--- src/rtl/mem_stage.sv ---
// Memory stage: issues aligned loads/stores on a handshake data bus, formats
// big-endian load data and retires results or errors toward write-back.
module mem_stage #(
    parameter int unsigned MEM_TIMEOUT = 255
) (
    input  logic        clock,
    input  logic        reset_n,
    input  logic        ex_valid,
    input  logic [0:31] ex_result,
    input  logic [0:31] ex_rt,
    input  logic [0:31] ex_insn,
    input  logic [4:0]  ex_dest,
    output logic        stall,
    output logic        mem_req,
    output logic        mem_we,
    output logic [0:31] mem_addr,
    output logic [0:3]  mem_be,
    output logic [0:31] mem_wdata,
    input  logic        mem_ack,
    input  logic [0:31] mem_rdata,
    output logic        wb_valid,
    output logic        wb_we,
    output logic [0:31] wb_data,
    output logic [4:0]  wb_dest,
    output logic        addr_err,
    output logic        timeout_err
);

    localparam logic [0:5] OP_LB  = 6'b100000;
    localparam logic [0:5] OP_LH  = 6'b100001;
    localparam logic [0:5] OP_LW  = 6'b100011;
    localparam logic [0:5] OP_LBU = 6'b100100;
    localparam logic [0:5] OP_LHU = 6'b100101;
    localparam logic [0:5] OP_SB  = 6'b101000;
    localparam logic [0:5] OP_SH  = 6'b101001;
    localparam logic [0:5] OP_SW  = 6'b101011;
    localparam logic [8:0] TIMEOUT_LIM = 9'(MEM_TIMEOUT);

    typedef enum logic {S_IDLE = 1'b0, S_WAIT = 1'b1} state_e;

    state_e      state_q, state_d;
    logic [7:0]  cnt_q, cnt_d;
    logic [0:5]  op_q, op_d;
    logic [1:0]  off_q, off_d;
    logic [4:0]  dest_q, dest_d;
    logic        mem_req_q, mem_req_d, mem_we_q, mem_we_d;
    logic [0:31] mem_addr_q, mem_addr_d, mem_wdata_q, mem_wdata_d;
    logic [0:3]  mem_be_q, mem_be_d;
    logic        wb_valid_q, wb_valid_d, wb_we_q, wb_we_d;
    logic [0:31] wb_data_q, wb_data_d;
    logic [4:0]  wb_dest_q, wb_dest_d;
    logic        addr_err_q, addr_err_d, timeout_err_q, timeout_err_d;

    logic [0:5]  opc_s;
    logic [1:0]  off_s;
    logic        is_load_s, is_store_s, is_word_s, is_half_s, misaligned_s;
    logic        ack_s, timeout_hit_s;
    logic        unused_insn_s;

    // Byte lane offset 0 is the most significant byte of the word.
    function automatic logic [0:31] load_format(input logic [0:5] op, input logic [1:0] off,
                                                input logic [0:31] rd);
        logic [0:7]  b;
        logic [0:15] h;
        case (off)
            2'd0:    b = rd[0:7];
            2'd1:    b = rd[8:15];
            2'd2:    b = rd[16:23];
            default: b = rd[24:31];
        endcase
        h = off[1] ? rd[16:31] : rd[0:15];
        case (op)
            OP_LB:   load_format = {{24{b[0]}}, b};
            OP_LBU:  load_format = {24'd0, b};
            OP_LH:   load_format = {{16{h[0]}}, h};
            OP_LHU:  load_format = {16'd0, h};
            default: load_format = rd;
        endcase
    endfunction

    function automatic logic [0:3] store_be(input logic [0:5] op, input logic [1:0] off);
        case (op)
            OP_SB:   store_be = 4'b1000 >> off;
            OP_SH:   store_be = off[1] ? 4'b0011 : 4'b1100;
            default: store_be = 4'b1111;
        endcase
    endfunction

    function automatic logic [0:31] store_data(input logic [0:5] op, input logic [0:31] rt);
        case (op)
            OP_SB:   store_data = {4{rt[24:31]}};
            OP_SH:   store_data = {2{rt[16:31]}};
            default: store_data = rt;
        endcase
    endfunction

    assign opc_s         = ex_insn[0:5];
    assign off_s         = ex_result[30:31];
    assign unused_insn_s = ^ex_insn[6:31];
    assign ack_s         = mem_req_q & mem_ack;
    assign timeout_hit_s = ({1'b0, cnt_q} + 9'd1) == TIMEOUT_LIM;

    // Opcode decode and alignment check of the incoming execute result.
    always_comb begin
        is_load_s  = 1'b0;
        is_store_s = 1'b0;
        is_word_s  = 1'b0;
        is_half_s  = 1'b0;
        case (opc_s)
            OP_LB, OP_LBU: is_load_s = 1'b1;
            OP_LH, OP_LHU: begin is_load_s = 1'b1; is_half_s = 1'b1; end
            OP_LW:         begin is_load_s = 1'b1; is_word_s = 1'b1; end
            OP_SB:         is_store_s = 1'b1;
            OP_SH:         begin is_store_s = 1'b1; is_half_s = 1'b1; end
            OP_SW:         begin is_store_s = 1'b1; is_word_s = 1'b1; end
            default:       is_load_s = 1'b0;
        endcase
        misaligned_s = (is_word_s && (off_s != 2'b00)) || (is_half_s && off_s[0]);
    end

    // State register.
    always_ff @(posedge clock or negedge reset_n) begin
        if (!reset_n) begin
            state_q <= S_IDLE;
        end else begin
            state_q <= state_d;
        end
    end

    // Next-state logic: WAIT ends on a real ack or when the timeout is reached.
    always_comb begin
        state_d = state_q;
        case (state_q)
            S_IDLE: begin
                if (ex_valid && (is_load_s || is_store_s) && !misaligned_s) state_d = S_WAIT;
                else state_d = S_IDLE;
            end
            S_WAIT: begin
                if (ack_s || timeout_hit_s) state_d = S_IDLE;
                else state_d = S_WAIT;
            end
            default: state_d = S_IDLE;
        endcase
    end

    // Output/datapath next values; pulses default low, everything else holds.
    always_comb begin
        cnt_d         = cnt_q;
        op_d          = op_q;
        off_d         = off_q;
        dest_d        = dest_q;
        mem_req_d     = mem_req_q;
        mem_we_d      = mem_we_q;
        mem_addr_d    = mem_addr_q;
        mem_be_d      = mem_be_q;
        mem_wdata_d   = mem_wdata_q;
        wb_valid_d    = 1'b0;
        wb_we_d       = wb_we_q;
        wb_data_d     = wb_data_q;
        wb_dest_d     = wb_dest_q;
        addr_err_d    = 1'b0;
        timeout_err_d = 1'b0;
        case (state_q)
            S_IDLE: begin
                if (ex_valid) begin
                    wb_data_d = ex_result;
                    wb_dest_d = ex_dest;
                    if (!(is_load_s || is_store_s)) begin
                        wb_valid_d = 1'b1;
                        wb_we_d    = (ex_dest != 5'd0);
                    end else if (misaligned_s) begin
                        wb_valid_d = 1'b1;
                        wb_we_d    = 1'b0;
                        addr_err_d = 1'b1;
                    end else begin
                        wb_data_d   = wb_data_q;
                        wb_dest_d   = wb_dest_q;
                        cnt_d       = 8'd0;
                        op_d        = opc_s;
                        off_d       = off_s;
                        dest_d      = ex_dest;
                        mem_req_d   = 1'b1;
                        mem_we_d    = is_store_s;
                        mem_addr_d  = {ex_result[0:29], 2'b00};
                        mem_be_d    = is_store_s ? store_be(opc_s, off_s) : 4'b1111;
                        mem_wdata_d = is_store_s ? store_data(opc_s, ex_rt) : 32'd0;
                    end
                end else begin
                    mem_req_d = 1'b0;
                end
            end
            S_WAIT: begin
                if (ack_s) begin
                    mem_req_d  = 1'b0;
                    wb_valid_d = 1'b1;
                    wb_dest_d  = dest_q;
                    if (mem_we_q) begin
                        wb_we_d = 1'b0;
                    end else begin
                        wb_we_d   = (dest_q != 5'd0);
                        wb_data_d = load_format(op_q, off_q, mem_rdata);
                    end
                end else if (timeout_hit_s) begin
                    mem_req_d     = 1'b0;
                    wb_valid_d    = 1'b1;
                    wb_we_d       = 1'b0;
                    timeout_err_d = 1'b1;
                end else begin
                    cnt_d = cnt_q + 8'd1;
                end
            end
            default: mem_req_d = 1'b0;
        endcase
    end

    // Datapath and output registers; reset clears every output immediately.
    always_ff @(posedge clock or negedge reset_n) begin
        if (!reset_n) begin
            cnt_q         <= 8'd0;
            op_q          <= 6'd0;
            off_q         <= 2'd0;
            dest_q        <= 5'd0;
            mem_req_q     <= 1'b0;
            mem_we_q      <= 1'b0;
            mem_addr_q    <= 32'd0;
            mem_be_q      <= 4'd0;
            mem_wdata_q   <= 32'd0;
            wb_valid_q    <= 1'b0;
            wb_we_q       <= 1'b0;
            wb_data_q     <= 32'd0;
            wb_dest_q     <= 5'd0;
            addr_err_q    <= 1'b0;
            timeout_err_q <= 1'b0;
        end else begin
            cnt_q         <= cnt_d;
            op_q          <= op_d;
            off_q         <= off_d;
            dest_q        <= dest_d;
            mem_req_q     <= mem_req_d;
            mem_we_q      <= mem_we_d;
            mem_addr_q    <= mem_addr_d;
            mem_be_q      <= mem_be_d;
            mem_wdata_q   <= mem_wdata_d;
            wb_valid_q    <= wb_valid_d;
            wb_we_q       <= wb_we_d;
            wb_data_q     <= wb_data_d;
            wb_dest_q     <= wb_dest_d;
            addr_err_q    <= addr_err_d;
            timeout_err_q <= timeout_err_d;
        end
    end

    assign stall       = (state_q == S_WAIT);
    assign mem_req     = mem_req_q;
    assign mem_we      = mem_we_q;
    assign mem_addr    = mem_addr_q;
    assign mem_be      = mem_be_q;
    assign mem_wdata   = mem_wdata_q;
    assign wb_valid    = wb_valid_q;
    assign wb_we       = wb_we_q;
    assign wb_data     = wb_data_q;
    assign wb_dest     = wb_dest_q;
    assign addr_err    = addr_err_q;
    assign timeout_err = timeout_err_q;

endmodule

--- config.mk ---
export PLATFORM = sky130hd
export DESIGN_NAME = mem_stage
export DESIGN_NICKNAME = d
export VERILOG_FILES = /design/src/rtl/mem_stage.sv
export SDC_FILE = /design/constraint.sdc
export NUM_CORES = 1
export LEC_CHECK = 0
export BUFFER_PORTS_ARGS = -buffer_cell sky130_fd_sc_hd__buf_4
export CORE_UTILIZATION = 50
export DETAILED_ROUTE_END_ITERATION = 6
export PLACE_DENSITY = 0.81
export SLEW_MARGIN = 20
export SYNTH_ARGS = -nofsm -noshare
export SYNTH_HDL_FRONTEND = slang
export SYNTH_SLANG_ARGS = --single-unit
--- constraint.sdc ---
create_clock -name clock -period 6 [get_ports clock]
set_input_delay 0.3 -clock clock [delete_from_list [all_inputs] [get_ports clock]]
set_output_delay 0.3 -clock clock [all_outputs]
set_load 0.01 [all_outputs]
==> results of run 1 <==
report_power, final:
group | switching (mW) | total [mW] | internal [mW]
logic | 0.882 | 1.66 | 0.776
clock network | 0.367 | 0.975 | 0.608
registers | 0.241 | 1.43 | 1.19
total | 1.49 | 4.06 | 2.57
layer usage:
layer | GRT usage (%) | vias to the layer above | wire (µm)
li1 | - | 2881 | -
met1 | 39.8 | 2955 | 8070
met5 | 0 | - | 0
met2 | 45.5 | 274 | 9220
met3 | 8.77 | 49 | 1480
met4 | 13.7 | 0 | 652
timing repair:
| item | in CTS | in global routing |
|---|---|---|
| hold buffers | 1 | 0 |
| hold endpoints to repair | 73 | 0 |
| buffers inserted | 0 | 0 |
final cells by class:
class	count	area [µm²]
Clock inverter	5	50.0
Multi-Input combinational cell	523	2990
Inverter	5	18.8
Tap cell	172	215
Fill cell	999	3880
Timing Repair Buffer	231	1740
Clock buffer	26	499
Sequential cell	131	3280
per-stage QoR:
step,cell area [µm²],power (mW),utilization [%],setup WS (ps),hold slack [ps]
floorplan,6520,2.38,-,4050,4.41
global placement,8230,3.02,65.0,3330,368
detailed placement,8230,3.07,65.0,3280,374
CTS,8790,4.06,69.4,3230,68.5
global route,8790,4.33,69.4,2990,85.3
finish,8790,4.06,69.4,3190,80.9
critical path, cell delays in order, from the launching register on:
cell and delay [ps]:
dfrtp_1 390, or4b_1 950, a2111oi_4 1040, a211oi_1 110
a21oi_1 220
placed cells by master, fill, tap and decap left out, types with 3 or more instances in the layout:
cell type    n
mux2_2      17
nand2_1    185
a211oi_1    15
clkinv_2     4
a22oi_1      7
o21ai_0     30
clkbuf_16   17
and3_1      18
o22ai_1     10
clkbuf_8     4
mux2i_1     13
nor2_1      59
inv_1        4
nand2b_1     3
a31oi_1      5
clkbuf_1     5
dfrtp_1    131
o221ai_1     8
nand3_1     16
mux4_2       8
buf_4      229
a21oi_1     61
o31ai_1     26
cells by family (layout without fill, tap and decap cells):
logic type                 after synthesis  after routing  synth area share [%]
AOI/OAI and AO/OA                      176            176                  17.1
xor gates and xnor gates                 4              4                 0.538
adders and majority gates                2              2                 0.384
buffers and inverters                   61            267                  4.36
DFF                                    131            131                  50.3
muxes                                   38             38                  7.70
other                                    1              2                0.0576
and+or+nand+nor                        301            301                  19.5
worst paths after layout:
path	from	depth (start not counted)	end	slack [ps]
worst max-delay path	op_q[4]	4	wb_data[12]	3190
worst min-delay path	ex_result[18]	3	mem_addr[18]	80
worst max register to register	op_q[4]	4	wb_data[12]	3190
worst min register to register	mem_wdata[31]	2	mem_wdata[31]	470
max in group asynchronous	reset_n	3	wb_data[7]	4300
min in group asynchronous	reset_n	2	mem_addr[11]	450
flip-flops by register name, summed over array words and instances (netlist names):
name,flops
wb_data,32
mem_we,1
op_q,6
wb_we,1
wb_dest,5
timeout_err,1
off_q,2
addr_err,1
mem_req,1
mem_addr,30
stall,1
dest_q,5
mem_wdata,32
wb_valid,1
mem_be,4
cnt_q,8
==> flow_summary.json, run 1 <==
{
  "status": "finished clean",
  "clkSlewWorstSetupHoldPaths_ps": 50,
  "grt_overflow": 0,
  "routed_via_density": 5.63,
  "netlist.area_leader.share_pct": 50.3,
  "design.core.area_mm2": 0.0127,
  "vdd_drop_max_mv": 0.224,
  "start_util_pct": 51.4,
  "drv_slew": 0,
  "firstDrtPassIters": 5,
  "drc": 0,
  "grt_usage_pct": 29.9,
  "synth.avg_cell_area_um2": 9.12,
  "clk_path_buf_depth": 2,
  "cp-end-kind": "flop",
  "place_inst": 1061,
  "clock_sinks": 131,
  "ys_async_sr_fraction_pct": 100,
  "postRouteAntennaNets": 0,
  "yosysSeqAreaShare_pct": 50.3,
  "yosys_most_used_dff": "dfrtp_1",
  "cts-root-buf": "clkbuf_16",
  "syn_inst": 714,
  "fmax_mhz": 356,
  "grt_max_degree": 89,
  "n_antenna_cell": 0,
  "hold_path_class": "input pin to flop",
  "fin_cells": 1093,
  "drt_first_iter_violations": 555,
  "die_w_um": 116,
  "synthTopCellsByCount": "nand2_1, dfrtp_1, a21oi_1, nor2_1, clkbuf_1",
  "clkLatencyLatePin_ps": 420,
  "synth_warnings": 0,
  "syn_to_final_growth_pct": 34.9,
  "yosysMostFrequentCell": "nand2_1",
  "antenna_found_initial": 0,
  "required_ps": 6330,
  "io_pins": 249,
  "syn_area_mm2": 0.00651,
  "fp.dieH_um": 116,
  "fin_crit_ps": 2810,
  "maxCapViolations": 0,
  "synth-seq-cells": 131,
  "synth_top_area_cell": "dfrtp_1",
  "pwr_density_cell_mw_per_mm2": 462,
  "finalSetupTns_ps": 0,
  "setup_viol": 0,
  "portBuffers": 220,
  "crit_arrival_ps": 3140,
  "grt_pass1_vias": 5706,
  "nNetsFinal": 1048,
  "ctsResizeCount": 0,
  "critPathKind": "flop to flop",
  "path_max_fanout": 27,
  "dr_total_vias": 6159,
  "fp-row-count": 41,
  "p_leak_nw": 4.34,
  "cts_tree": "built",
  "numCtsBuffers": 17,
  "gp_congestion": 0.856,
  "dieArea_mm2": 0.0135,
  "synth_cell_types": 54,
  "htreeDepth": 4,
  "fin_crit_sh_pct": 46.8,
  "rsz0062_at_grt": "no",
  "synth_edf_count": 0,
  "routed_wl_mm": 19.4,
  "avgRoutedWirePerCell_um": 17.8,
  "drive_above_1_share_pct": 31.5,
  "worst_pin_slew_ps": 1030,
  "hold_viol": 0,
  "startpoint_type": "flop",
  "hpwl_mm": 13.4,
  "maxSlewHeadroom_pct": 31.6,
  "grt_pass1_wl_mm": 30.3,
  "skew_ps": 10.7,
  "synthTopCellsByArea": "dfrtp_1, nand2_1, a21oi_1"
}
(Power assumes the default switching activity.)
==> inputs of run 2 (changes only) <==
--- a/config.mk
+++ b/config.mk
@@ -6,9 +6,9 @@
 export NUM_CORES = 1
 export LEC_CHECK = 0
 export BUFFER_PORTS_ARGS = -buffer_cell sky130_fd_sc_hd__buf_4
-export CORE_UTILIZATION = 50
+export CORE_UTILIZATION = 45
 export DETAILED_ROUTE_END_ITERATION = 6
-export PLACE_DENSITY = 0.81
+export PLACE_DENSITY = 0.77
 export SLEW_MARGIN = 20
 export SYNTH_ARGS = -nofsm -noshare
 export SYNTH_HDL_FRONTEND = slang
==> constraint.sdc (replaced) <==
create_clock -name clock -period 2.4 [get_ports clock]
set_input_delay 0.12 -clock clock [delete_from_list [all_inputs] [get_ports clock]]
set_output_delay 0.12 -clock clock [all_outputs]
set_load 0.01 [all_outputs]
==> run 2 against run 1 <==
  * Clock skew is 1.8 ps lower
  * Total power grew to 2.6 times the previous value
  * Worst hold slack got worse by 69 ps
  * Largest power group unchanged
  * Sequential power is 140% higher
  * Sequential share of layout area down 2.9 points
  * Global-route usage fell by 1.6 points
  * Clock power rose to 2.8 times the previous value
==> flow_summary.json, run 2 (synthesized netlist as in run 1, its figures left out) <==
{
  "status": "finished clean",
  "start_util_pct": 46.6,
  "design_area_mm2": 0.00953,
  "firstDrtPassIters": 5,
  "cts_tree": "built",
  "crit_chain": "ha_1, xor2_1, and3_1, nand3_1, o311ai_2, buf_4, nand2_1, a31oi_1",
  "portBuffers": 220,
  "avgRoutedWirePerCell_um": 18.0,
  "htreeDepth": 4,
  "clock_sinks": 131,
  "crit_arrival_ps": 2520,
  "design.core.area_mm2": 0.0140,
  "drc": 0,
  "layout_commonest_cell": "buf_4",
  "io_pins": 249,
  "fin_crit_sh_pct": 91.3,
  "clkSlewWorstSetupHoldPaths_ps": 60,
  "combPwrFrac_pct": 41.6,
  "drive_above_1_share_pct": 31.5,
  "required_ps": 2730,
  "fp-row-count": 43,
  "hpwl_mm": 14.3,
  "syn_to_final_growth_pct": 46.2,
  "grtUsageMet2_pct": 43.6,
  "grt_overflow": 0,
  "numCtsBuffers": 17,
  "crit_slowest_cell": "dfrtp_1",
  "finalSetupTns_ps": 0,
  "fillers": 1104,
  "dieArea_mm2": 0.0150,
  "p_leak_nw": 4.65,
  "antenna_found_initial": 0,
  "final_util_pct": 68.1,
  "dr_total_vias": 6501,
  "post_cts_buffers": 0,
  "cp-end-kind": "flop",
  "p_clk_share_pct": 25.7,
  "top_usage_layer": "met2",
  "hold_path_class": "input pin to flop",
  "maxSlewHeadroom_pct": 56.2,
  "grt_pass1_wl_mm": 32.4,
  "die_w_um": 122,
  "drv_slew": 0,
  "switchingPower_mw": 3.87,
  "setup_viol": 0,
  "postRouteAntennaNets": 0,
  "n_antenna_cell": 0,
  "worst_pin_slew_ps": 657,
  "hold_slack_ps": 12.1,
  "critPathMaxStageDelay_ps": 450,
  "seq_power_share_pct": 32.7,
  "final_cell_mix": "buf_4, nand2_1, dfrtp_1, a21oi_1, nor2_1",
  "path_max_fanout": 9,
  "skew_ps": 8.90,
  "grt_pass1_vias": 6200,
  "fin_crit_ps": 2190,
  "pwr_density_cell_mw_per_mm2": 1120,
  "maxCapViolations": 0,
  "rsz0062_at_grt": "no",
  "startpoint_type": "flop",
  "grt_max_degree": 67,
  "gp_congestion": 0.942,
  "critPathKind": "flop to flop",
  "internal_power_mw": 6.80,
  "clk_path_buf_depth": 2,
  "vdd_drop_max_mv": 0.754,
  "dpl_cell_area_mm2": 0.00838,
  "clkLatencyLatePin_ps": 420,
  "grt_usage_pct": 28.3,
  "global_route.usage.met3_pct": 6.78,
  "routed_wl_mm": 21.0,
  "routed_via_density": 5.58,
  "fmax_mhz": 456,
  "cts-root-buf": "clkbuf_16",
  "hold_viol": 0,
  "fp.dieH_um": 122,
  "drt_first_iter_violations": 530,
  "grt_use_met1_pct": 37.8,
  "switching_share_pct": 36.2,
  "nNetsFinal": 1111
}
## run 2: final cells by class
type                    count  area [µm²]  share of cell area (%)
repair buffers            294        2380                    24.9
inverters                   5        18.8                   0.197
well taps                 180         225                    2.36
multi-input cells         523        3000                    31.4
clock buffers              21         480                    5.04
flip-flops and latches    131        3280                    34.4
clock inverters            11         151                    1.59
## run 2: metrics by stage
| stage | power (mW) | std cells | setup WS [ps] |
|---|---|---|---|
| 2_1_floorplan | 5.96 | 715 | 445 |
| 3_3_place_gp | 7.71 | 1082 | 269 |
| 3_5_place_dp | 7.82 | 1082 | 182 |
| 4_1_cts | 10.7 | 1165 | 150 |
| 5_1_grt | 11.3 | 1165 | 1.64 |
| 6_report | 10.7 | 1165 | 209 |
## run 2: worst paths after layout
path	from	endpoint	slack (ps)	depth (start not counted)
max	cnt_q[0]	cnt_q[2]	210	8
min	ex_rt[6]	mem_wdata[6]	10	3
max reg2reg	cnt_q[0]	cnt_q[2]	210	8
min reg2reg	mem_wdata[27]	mem_wdata[27]	470	2
max in group asynchronous	reset_n	wb_data[1]	1310	3
min in group asynchronous	reset_n	mem_wdata[28]	270	2
## run 2: layer usage
metal | part of all wire, % | vias to the layer above
li1 | - | 3015
met2 | 47 | 311
met5 | 0 | -
met4 | 4.3 | 0
met1 | 42 | 3101
met3 | 7.2 | 74
## run 2: power by group through the flow
| stage | clock [mW] | combinational (mW) | sequential (mW) |
|---|---|---|---|
| after global placement | 0 | 4.22 | 3.49 |
| final | 2.74 | 4.44 | 3.50 |
| after detailed placement | 0 | 4.31 | 3.51 |
| after global routing | 2.87 | 4.85 | 3.58 |
| after floorplan | 0 | 2.27 | 3.69 |
| after CTS | 2.76 | 4.40 | 3.49 |
## run 2: worst max-delay path: cells and delay by family (launching register included)
family,cells,cell delay [ps]
AOI/OAI and AO/OA,2,580
xor gates and xnor gates,1,140
adders and majority gates,1,280
buffers and inverters,1,230
DFF,1,450
and+or+nand+nor,3,450
## run 2: timing repair
action / CTS / global route
resized for setup: 0 / 1
setup endpoints to repair: 0 / 6
hold endpoints to repair: 114 / 0
hold buffers: 51 / 0
==> inputs of run 3 (changes only) <==
--- a/config.mk
+++ b/config.mk
@@ -8,8 +8,10 @@
 export BUFFER_PORTS_ARGS = -buffer_cell sky130_fd_sc_hd__buf_4
 export CORE_UTILIZATION = 45
 export DETAILED_ROUTE_END_ITERATION = 6
-export PLACE_DENSITY = 0.77
+export PLACE_DENSITY_LB_ADDON = 0.05
+export SETUP_SLACK_MARGIN = 0.5
 export SLEW_MARGIN = 20
 export SYNTH_ARGS = -nofsm -noshare
 export SYNTH_HDL_FRONTEND = slang
 export SYNTH_SLANG_ARGS = --single-unit
+export TNS_END_PERCENT = 1
==> run 3 against run 2 <==
  * Cell count is 0.60% higher
  * Register-to-register slack improved by 220 ps
  * Global-route usage increased by 0.49 points
  * Final area up 2.0%
  * Non-clock buffer count rose by 7
  * Critical path depth shrank 3
  * Clock-buffer cell count up 1
  * Core utilization grew 1.4 points
  * Clock skew fell by 2.2 ps
  * Worst hold slack improved by 4.3 ps
  * Combinational power increased by 4%
==> flow_summary.json, run 3 (synthesized netlist as in run 1, its figures left out) <==
{
  "status": "finished clean",
  "design_area_mm2": 0.00971,
  "dp_slack_ps": 236,
  "firstDrtPassIters": 5,
  "clkLatencyLatePin_ps": 420,
  "clk_path_buf_depth": 2,
  "syn_to_final_growth_pct": 49.1,
  "maxCapViolations": 0,
  "setup_viol": 0,
  "met1_length_mm": 8.90,
  "maxSlewHeadroom_pct": 66.7,
  "multi_input_comb_area_mm2": 0.00311,
  "rsz0062_at_grt": "yes",
  "htreeDepth": 4,
  "required_ps": 2710,
  "combPwrFrac_pct": 42.5,
  "final_cell_mix": "buf_4, nand2_1, dfrtp_1, a21oi_1, nor2_1",
  "drc": 0,
  "gp_congestion": 0.876,
  "skew_ps": 6.74,
  "hold_start": "ex_rt[5]",
  "numCtsBuffers": 17,
  "fin_crit_sh_pct": 82.1,
  "crit_arrival_ps": 2280,
  "grt_pass1_vias": 6327,
  "reg2reg_to": "wb_data[17]",
  "grt_max_degree": 56,
  "drive_above_1_share_pct": 33.6,
  "vdd_drop_max_mv": 0.582,
  "pwr_density_cell_mw_per_mm2": 1120,
  "routed_via_density": 5.44,
  "start_util_pct": 46.6,
  "path_max_fanout": 19,
  "cp-end-kind": "flop",
  "clkSlewWorstSetupHoldPaths_ps": 60,
  "top_layer": "met4",
  "fin_crit_ps": 1970,
  "die_w_um": 122,
  "fp.dieH_um": 122,
  "nNetsFinal": 1119,
  "whs_path_depth": 3,
  "hpwl_mm": 14.5,
  "cts-root-buf": "clkbuf_16",
  "fmax_mhz": 507,
  "reg2reg_depth": 5,
  "seq_power_share_pct": 31.9,
  "routed_wl_mm": 20.8,
  "dieArea_mm2": 0.0150,
  "drv_slew": 0,
  "drt_first_iter_violations": 438,
  "dr_wl_met2_mm": 10.1,
  "clock_sinks": 131,
  "finalSetupTns_ps": 0,
  "design.core.area_mm2": 0.0140,
  "p_clk_share_pct": 25.7,
  "grt_pass1_wl_mm": 32.6,
  "regArea_mm2": 0.00328,
  "fp-row-count": 43,
  "switching_share_pct": 35.4,
  "dpl_cell_area_mm2": 0.00838,
  "hold_path_class": "input pin to flop",
  "postRouteAntennaNets": 0,
  "hold_viol": 0,
  "switchingPower_mw": 3.86,
  "p_leak_nw": 4.74,
  "met3_length_mm": 1.40,
  "crit-reg2reg-launch": "op_q[1]",
  "avgRoutedWirePerCell_um": 17.8,
  "grt_overflow": 0,
  "hold_end": "mem_wdata[5]",
  "internal_power_mw": 7.04,
  "antenna_found_initial": 0,
  "cts_tree": "built",
  "critPathKind": "flop to flop",
  "io_pins": 249,
  "worst_slack_ps": 430,
  "startpoint_type": "flop",
  "layout_commonest_cell": "buf_4",
  "regToRegSetupSlack_ps": 430,
  "n_antenna_cell": 0,
  "grt_usage_pct": 28.8,
  "worst_pin_slew_ps": 498,
  "fillers": 1098,
  "portBuffers": 220,
  "dr_total_vias": 6372
}
## run 3: cell types whose count changed in the layout (fill, tap and decap cells not counted), sizes merged
cell	before	now
bufinv	3	4
dlygate4sd3	51	52
clkinvlp	4	2
clkbuf	21	22
buf	243	249
clkinv	5	4
or4b	1	2
## run 3: layout make-up
type | count | area share [%]
Sequential cell | 131 | 33.8
Multi-Input combinational cell | 524 | 32.0
Timing Repair Buffer | 301 | 25.1
Clock buffer | 22 | 5.09
Tap cell | 180 | 2.32
Clock inverter | 9 | 1.55
Inverter | 5 | 0.193
## run 3: routing by layer
| metal | up-vias | global-route usage [%] |
|---|---|---|
| li1 | 3031 | - |
| met1 | 3057 | 37.2 |
| met2 | 246 | 46.6 |
| met3 | 38 | 7.02 |
| met4 | 0 | 10.9 |
| met5 | - | 0 |
## run 3: what timing repair did
action                                  in CTS  in global routing
hold buffers                                52                  0
hold endpoints to repair                    98                  0
pin swaps                                    5                  5
cloned                                       1                  0
setup buffers                                5                  1
gates resized for setup                     10                 15
endpoints found under the setup margin      34                 44
## run 3: how the worst max path moves through the flow
| stage | startpoint | endpoint | slack, ps | depth (start not counted) |
|---|---|---|---|---|
| 2_1_floorplan | cnt_q[0] | cnt_q[6] | 480 | 8 |
| 6_report | op_q[1] | wb_data[17] | 430 | 5 |
| 3_5_place_dp | cnt_q[0] | cnt_q[3] | 240 | 8 |
| 4_1_cts | cnt_q[0] | cnt_q[7] | 480 | 8 |
| 5_1_grt | cnt_q[0] | cnt_q[5] | 350 | 9 |
| 3_3_place_gp | op_q[4] | wb_data[17] | 340 | 5 |
## run 3: worst max-delay path, cell delays in order (launching register included)
cell,delay (ps)
dfrtp_1,440
or4b_4,640
buf_4,220
a22oi_1,180
a21oi_1,90
mux2_2,280
## run 3: through the flow
| step | total power [mW] | cells | utilization [%] | hold slack, ps |
|---|---|---|---|---|
| 2_1_floorplan | 5.96 | 715 | - | -176 |
| 3_3_place_gp | 7.70 | 1082 | 59.9 | 78.3 |
| 3_5_place_dp | 7.82 | 1082 | 59.9 | 81.6 |
| 4_1_cts | 10.8 | 1171 | 68.9 | 6.52 |
| 5_1_grt | 11.6 | 1172 | 69.4 | 17.7 |
| 6_report | 10.9 | 1172 | 69.4 | 16.4 |
## run 3: power by group through the flow
stage | clock network (mW) | logic, mW | registers, mW
2_1_floorplan | 0 | 2.27 | 3.69
3_3_place_gp | 0 | 4.26 | 3.44
3_5_place_dp | 0 | 4.35 | 3.47
4_1_cts | 2.84 | 4.55 | 3.45
5_1_grt | 2.94 | 5.07 | 3.57
6_report | 2.80 | 4.63 | 3.47
